### config.mk
export PLATFORM = sky130hd
export DESIGN_NAME = pipelined_cla_adder
export DESIGN_NICKNAME = d
export VERILOG_FILES = /design/src/rtl/alu_pkg.sv /design/src/rtl/cla_block.sv /design/src/rtl/pipelined_cla_adder.sv
export SDC_FILE = /design/constraint.sdc
export NUM_CORES = 1
export LEC_CHECK = 0
export BUFFER_PORTS_ARGS = -buffer_cell sky130_fd_sc_hd__buf_2
export CAP_MARGIN = 20
export CORE_ASPECT_RATIO = 1.75
export CORE_MARGIN = 2
export CORE_UTILIZATION = 25
export DETAILED_ROUTE_END_ITERATION = 8
export HOLD_SLACK_MARGIN = 0.15
export PLACE_DENSITY = 0.41
export SYNTH_ARGS = -nofsm -noshare
export SYNTH_HDL_FRONTEND = slang
export SYNTH_HIERARCHICAL = 1
export SYNTH_SLANG_ARGS = --single-unit
### constraint.sdc
create_clock -name clock -period 5.4 [get_ports clock]
set_input_delay 0.81 -clock clock [delete_from_list [all_inputs] [get_ports clock]]
set_output_delay 0.81 -clock clock [all_outputs]
set_load 0.01 [all_outputs]
### src/rtl/alu_pkg.sv
// Shared ALU encodings used by the datapath arithmetic units.
package alu_pkg;

    localparam logic OP_ADD = 1'b0;
    localparam logic OP_SUB = 1'b1;

endpackage

### src/rtl/cla_block.sv
// BLK-bit carry-lookahead block: flattened generate/propagate carries,
// also exposing the carry into the top bit for overflow detection.
module cla_block #(
    parameter int unsigned BLK = 8
) (
    input  logic [BLK-1:0] a,
    input  logic [BLK-1:0] b,
    input  logic           cin,
    output logic [BLK-1:0] sum,
    output logic           cout,
    output logic           c_msb
);

    logic [BLK-1:0] g;
    logic [BLK-1:0] p;
    logic [BLK:0]   c;
    logic           acc;
    logic           pp;

    // c[i+1] = g[i] | p[i]g[i-1] | ... | p[i..0]cin, each term built independently
    always_comb begin
        g    = a & b;
        p    = a ^ b;
        c    = '0;
        acc  = 1'b0;
        pp   = 1'b0;
        c[0] = cin;
        for (int i = 0; i < int'(BLK); i++) begin
            acc = g[i];
            pp  = p[i];
            for (int j = i - 1; j >= 0; j--) begin
                acc = acc | (pp & g[j]);
                pp  = pp & p[j];
            end
            c[i+1] = acc | (pp & cin);
        end
    end

    assign sum   = p ^ c[BLK-1:0];
    assign cout  = c[BLK];
    assign c_msb = c[BLK-1];

endmodule

### src/rtl/pipelined_cla_adder.sv
// Pipelined carry-lookahead adder/subtractor: one BLK-bit block per stage,
// inter-block carry registered, valid/ready handshake with global stall.
module pipelined_cla_adder
    import alu_pkg::*;
#(
    parameter int unsigned WIDTH = 32,
    parameter int unsigned BLK   = 8,
    parameter int unsigned TAGW  = 4
) (
    input  logic             clock,
    input  logic             resetn,
    input  logic             in_valid,
    output logic             in_ready,
    input  logic [WIDTH-1:0] in_a,
    input  logic [WIDTH-1:0] in_b,
    input  logic             in_sub,
    input  logic [TAGW-1:0]  in_tag,
    output logic             out_valid,
    input  logic             out_ready,
    output logic [WIDTH-1:0] out_sum,
    output logic             out_cout,
    output logic             out_ovf,
    output logic [TAGW-1:0]  out_tag
);

    localparam int unsigned NSTG = WIDTH / BLK;
    localparam int unsigned NB   = (NSTG > 1) ? NSTG - 1 : 1;

    if (WIDTH % BLK != 0) begin : g_width_check
        $error("pipelined_cla_adder: WIDTH must be a multiple of BLK");
    end

    // Per-stage registers; data_q carries finished low sum bits plus untouched upper A bits
    logic [NSTG-1:0]  valid_q;
    logic [NSTG-1:0]  carry_q;
    logic [WIDTH-1:0] data_q [NSTG];
    logic [WIDTH-1:0] b_q    [NB];
    logic [TAGW-1:0]  tag_q  [NSTG];
    logic             ovf_q;

    logic             adv;
    logic [NSTG-1:0]  src_valid;
    logic [NSTG-1:0]  src_cin;
    logic [NSTG-1:0]  blk_cout;
    logic             blk_cmsb [NSTG];
    logic [WIDTH-1:0] src_data [NSTG];
    logic [WIDTH-1:0] src_b    [NSTG];
    logic [WIDTH-1:0] data_nxt [NSTG];
    logic [TAGW-1:0]  src_tag  [NSTG];
    logic [BLK-1:0]   blk_sum  [NSTG];

    assign adv      = !valid_q[NSTG-1] || out_ready;
    assign in_ready = adv;

    for (genvar k = 0; k < int'(NSTG); k++) begin : g_stage
        localparam logic [WIDTH-1:0] MASK = WIDTH'({BLK{1'b1}}) << (k * BLK);

        // Stage 0 takes the new op (B pre-inverted for subtract); later stages take the previous stage
        if (k == 0) begin : g_src
            assign src_valid[k] = in_valid;
            assign src_data[k]  = in_a;
            assign src_b[k]     = in_b ^ {WIDTH{in_sub == OP_SUB}};
            assign src_cin[k]   = (in_sub == OP_SUB);
            assign src_tag[k]   = in_tag;
        end else begin : g_src
            assign src_valid[k] = valid_q[k-1];
            assign src_data[k]  = data_q[k-1];
            assign src_b[k]     = b_q[k-1];
            assign src_cin[k]   = carry_q[k-1];
            assign src_tag[k]   = tag_q[k-1];
        end

        cla_block #(.BLK(BLK)) u_cla (
            .a     (src_data[k][k*BLK +: BLK]),
            .b     (src_b[k][BLK-1:0]),
            .cin   (src_cin[k]),
            .sum   (blk_sum[k]),
            .cout  (blk_cout[k]),
            .c_msb (blk_cmsb[k])
        );

        assign data_nxt[k] = (src_data[k] & ~MASK) | (WIDTH'(blk_sum[k]) << (k * BLK));
    end

    // Pipeline registers: everything holds on stall; invalid stages keep their data
    always_ff @(posedge clock or negedge resetn) begin
        if (!resetn) begin
            valid_q <= '0;
            carry_q <= '0;
            ovf_q   <= 1'b0;
            for (int k = 0; k < int'(NSTG); k++) begin
                data_q[k] <= '0;
                tag_q[k]  <= '0;
            end
            for (int k = 0; k < int'(NB); k++) begin
                b_q[k] <= '0;
            end
        end else if (adv) begin
            valid_q <= src_valid;
            for (int k = 0; k < int'(NSTG); k++) begin
                if (src_valid[k]) begin
                    data_q[k]  <= data_nxt[k];
                    carry_q[k] <= blk_cout[k];
                    tag_q[k]   <= src_tag[k];
                end
            end
            for (int k = 0; k < int'(NSTG) - 1; k++) begin
                if (src_valid[k]) begin
                    b_q[k] <= src_b[k] >> BLK;
                end
            end
            if (src_valid[NSTG-1]) begin
                ovf_q <= blk_cmsb[NSTG-1] ^ blk_cout[NSTG-1];
            end
        end
    end

    assign out_valid = valid_q[NSTG-1];
    assign out_sum   = data_q[NSTG-1];
    assign out_cout  = carry_q[NSTG-1];
    assign out_ovf   = ovf_q;
    assign out_tag   = tag_q[NSTG-1];

endmodule

Word-level counts from Yosys, hierarchy flattened
Cells that the tools add are included.
{"block": "totals", "reg_bits": 201, "latch_bits": 0, "ram_bits": 0, "mem_bits_ro": 0, "inputBits": 73, "out_inout_bits": 40, "elab_cells": 441, "n_memories": 0}
{"block": "classes", "n_addsub": 0, "mul": 0, "n_div": 0, "order_cmp": 0, "eq_ne": 0, "shifts": 0, "mux": 0, "bitwise_logic": 418, "n_reduce_logical": 6}
{"operator": "$and 1x1->1", "count": 256}
{"operator": "$or 1x1->1", "count": 144}
{"operator": "$xor 8x8->8", "count": 8}
{"operator": "$and 8x8->8", "count": 4}
{"operator": "$or 24x32->32", "count": 1}
{"operator": "$or 32x16->32", "count": 1}
{"operator": "$or 32x24->32", "count": 1}
{"operator": "$or 32x8->32", "count": 1}
{"operator": "$xor 32x32->32", "count": 1}
{"operator": "$reduce_and 2->1", "count": 4}
{"operator": "$logic_not 1->1", "count": 1}
{"operator": "$logic_or 1x1->1", "count": 1}
{"operator": "$xor 1x1->1", "count": 1}

Logic depth before layout (Yosys ltp)
{"block": "depth", "depth_word": 12, "ltp_mapped": 9, "ltp_nobuf": 7}

Cells and area by module
The synthesis kept the hierarchy.
{"mod": "pipelined_cla_adder", "instances": 1, "cells_each": 529, "area_per_inst_um2": 8169.1}
{"mod": "cla_block (g_stage[1].u_cla ...)", "instances": 3, "cells_each": 41, "area_per_inst_um2": 357.8}
{"mod": "cla_block (g_stage[0].u_cla)", "instances": 1, "cells_each": 45, "area_per_inst_um2": 372.9}

Least setup slack after synthesis
Ideal clock, no wire load.
{"block": "synth_path", "path_kind": "input-to-reg", "from": "in in_sub", "to": "reg carry_q[0]", "setup_time_ps": 125, "arrival_ps": 2698, "t_required_ps": 5275, "slack_ps": 2576, "stages": 9, "path_cell_list": "clkbuf_1 -> buf_2 -> xor2_1 -> ha_1 -> a21o_1 -> a21o_1 -> and2_4 -> a211o_1 -> mux2_4"}
{"item": "from (decl)", "line_no": "pipelined_cla_adder.sv:16", "rtl": "input logic in_sub,"}
{"item": "to (signal, indexed assignment)", "line_no": "pipelined_cla_adder.sv:103", "rtl": "carry_q[k] <= blk_cout[k];"}
{"item": "to (decl)", "line_no": "pipelined_cla_adder.sv:35", "rtl": "logic [NSTG-1:0] carry_q;"}

==> impl_metrics.yaml <==
yosys:
  synth_cells: 694
  syn-num-nets: 807
  synth_warnings: 6
  syn_area_um2: 9597
  syn_avg_cell_area_um2: 13.83
clocking:
  cts_made_buffers: 21
  cts_root_buf: "clkbuf_16"
  clk_pin_slew_ns: 0.07
  hold_buffers: 0
  htree_levels: 1
  clockBufferDepth: 3
  cts_resized: 0
  post_cts_buffers: 0
  numClockSinks: 201
  clk_latency_ns: 0.51
  cts_tree: "yes"
power_and_ir_drop:
  combPwrFrac_pct: 40.0
  power_frac_seq_pct: 37.5
  peakVddDrop_mv: 0.1957
  pwr-share-clk_pct: 22.5
  switching_share_pct: 32.86
  internal_power_mw: 4.661
  p_switching_mw: 2.281
  power_density_nw_per_um2: 625.4
  p_leak_nw: 4.951
route:
  wl_um: 21180
  first_iter_violations: 121
  final_antenna_net_count: 0
  viasPerCell: 4.262
  num_vias: 5409
  drc: 0
  drt-pass1-iter-count: 4
  wl_per_cell_um: 16.69
timing:
  setup_viol: 0
  period_share_pct: 50.81
  skew_ns: 0.01770
  slew_headroom_pct: 30.93
  hold_viol: 0
  post-route-min-period_ns: 2.744
  maxSlewViolCount: 0
  hold_ws_ns: 0.3583
  tightest_slew_ns: 1.036
  grt_setup_unrepaired: "no"
  fin_tns_setup_ns: 0
  fmax_ghz: 0.3645
worst_setup_path:
  crit_required_ns: 5.80
  reg2reg_depth: 4
  worst_path_max_delay_cell: "buf_2"
  slowest_delay_ns: 0.73
  r2r_start: "valid_q[3]$_DFFE_PN0P_"
  end_kind: "flop"
  reg2reg_to: "data_q[122]$_DFFE_PN0P_"
  crit_family: "buffers and inverters"
  crit_type: "in -> reg"
  reg2reg_setup_slack_ns: 2.92
  crit_path_max_fanout: 34
  crit_buf_inv: 1
  start_kind: "primary input"
  cp.arrival_ns: 3.15
  crit_chain: "buf_2, xor2_1, ha_1, a21o_1, a21oi_2, nand2_2, a211o_1, mux2_4"
floorplan:
  fp-row-count: 95
  start_util_pct: 25.15
  fp.dieW_um: 152.1
  core-area_um2: 38160
  dieHeight_um: 263.2
  die_area_um2: 40030
  ios: 113
placement:
  place_hpwl_um: 14340
  port_buffers: 112
  gp_congestion: 0.7798
layout:
  fill_cells: 3857
  synthToLayoutAreaGrowth_pct: 15.67
  nNetsFinal: 884
  antennaDiodeCount: 0
  fin_util_pct: 29.09
  final_layout_size_suffix_gt1_share_pct: 44.90
global_route:
  grt_pass1_vias: 5877
  overflow: 0
  antenna_found_initial: 3
  track_usage_pct: 10.75
  grt_max_degree: 118
  grt_pass1_wl_um: 34420
job:
  cap_violations: 0
outcome:
  status: "finished, final reports clean"
hold_path:
  hold_class: "in -> async"
==> worst reg2reg max path: stages, from the launching register on <==
cell and delay, ns:
dfrtp_1 0.41, nand2b_4 0.36, and2_4 0.69, buf_4 0.52, mux2_4 0.38
==> stage by stage <==
step / instance area, um2 / cells / power [mW] / worst slack (ns)
floorplan: 9597 / 694 / 4.908 / 2.585
global placement: 10360 / 1233 / 5.448 / 2.044
detailed placement: 10360 / 1233 / 5.504 / 2.038
CTS: 11100 / 1269 / 7.120 / 2.579
global route: 11100 / 1269 / 7.504 / 2.418
finish: 11100 / 1269 / 6.942 / 2.656
==> worst max path at each step <==
| stage | startpoint | endpoint | slack (ns) | cells past startpoint |
|---|---|---|---|---|
| after floorplan | in_sub | carry_q[0]$_DFFE_PN0P_ | 2.59 | 9 |
| after global placement | in_sub | carry_q[0]$_DFFE_PN0P_ | 2.04 | 8 |
| after detailed placement | in_sub | carry_q[0]$_DFFE_PN0P_ | 2.04 | 8 |
| after CTS | in_sub | carry_q[0]$_DFFE_PN0P_ | 2.58 | 8 |
| after global routing | in_sub | carry_q[0]$_DFFE_PN0P_ | 2.42 | 8 |
| final | in_sub | carry_q[0]$_DFFE_PN0P_ | 2.66 | 8 |
==> registers in the layout, indices dropped and copies added (netlist names) <==
register  count
b_q          48
valid_q       4
carry_q       4
out_tag       4
out_sum      32
src_tag      12
out_ovf       1
data_q       96
==> routing by layer <==
| layer | track usage [%] | wire length [um] | vias up |
|---|---|---|---|
| met3 | 2.107 | 884 | 37 |
| met1 | 12.38 | 8473 | 2698 |
| met2 | 19.48 | 11170 | 91 |
| li1 | - | - | 2577 |
| met4 | 4.168 | 623 | 6 |
| met5 | 0 | 25 | - |
==> cell type report <==
type | count | area (um2) | area share (%)
flip-flops and latches | 201 | 5030 | 45.31
repair buffers | 117 | 619.3 | 5.579
clock buffers | 27 | 608.1 | 5.478
clock inverters | 9 | 130.1 | 1.172
multi-input cells | 420 | 4069 | 36.65
well taps | 485 | 606.8 | 5.467
inverters | 10 | 37.54 | 0.3381
==> cells in the final DEF (no fill, tap or decap), types with 12 or more instances in the layout <==
| cell type | n |
|---|---|
| a21o_1 | 24 |
| buf_2 | 111 |
| ha_1 | 36 |
| xor2_1 | 24 |
| clkbuf_16 | 21 |
| a21oi_1 | 56 |
| dfrtp_1 | 201 |
| mux2_4 | 34 |
| mux2_2 | 140 |
| nor2_1 | 12 |
| xnor2_1 | 33 |
==> power by group through the flow <==
| stage | logic (mW) | registers, mW | clock network [mW] |
|---|---|---|---|
| floorplan | 2.40 | 2.50 | 0 |
| global placement | 2.81 | 2.64 | 0 |
| detailed placement | 2.85 | 2.65 | 0 |
| CTS | 2.87 | 2.62 | 1.63 |
| global route | 3.12 | 2.70 | 1.68 |
| finish | 2.78 | 2.60 | 1.56 |
(Power assumes the default switching activity.)
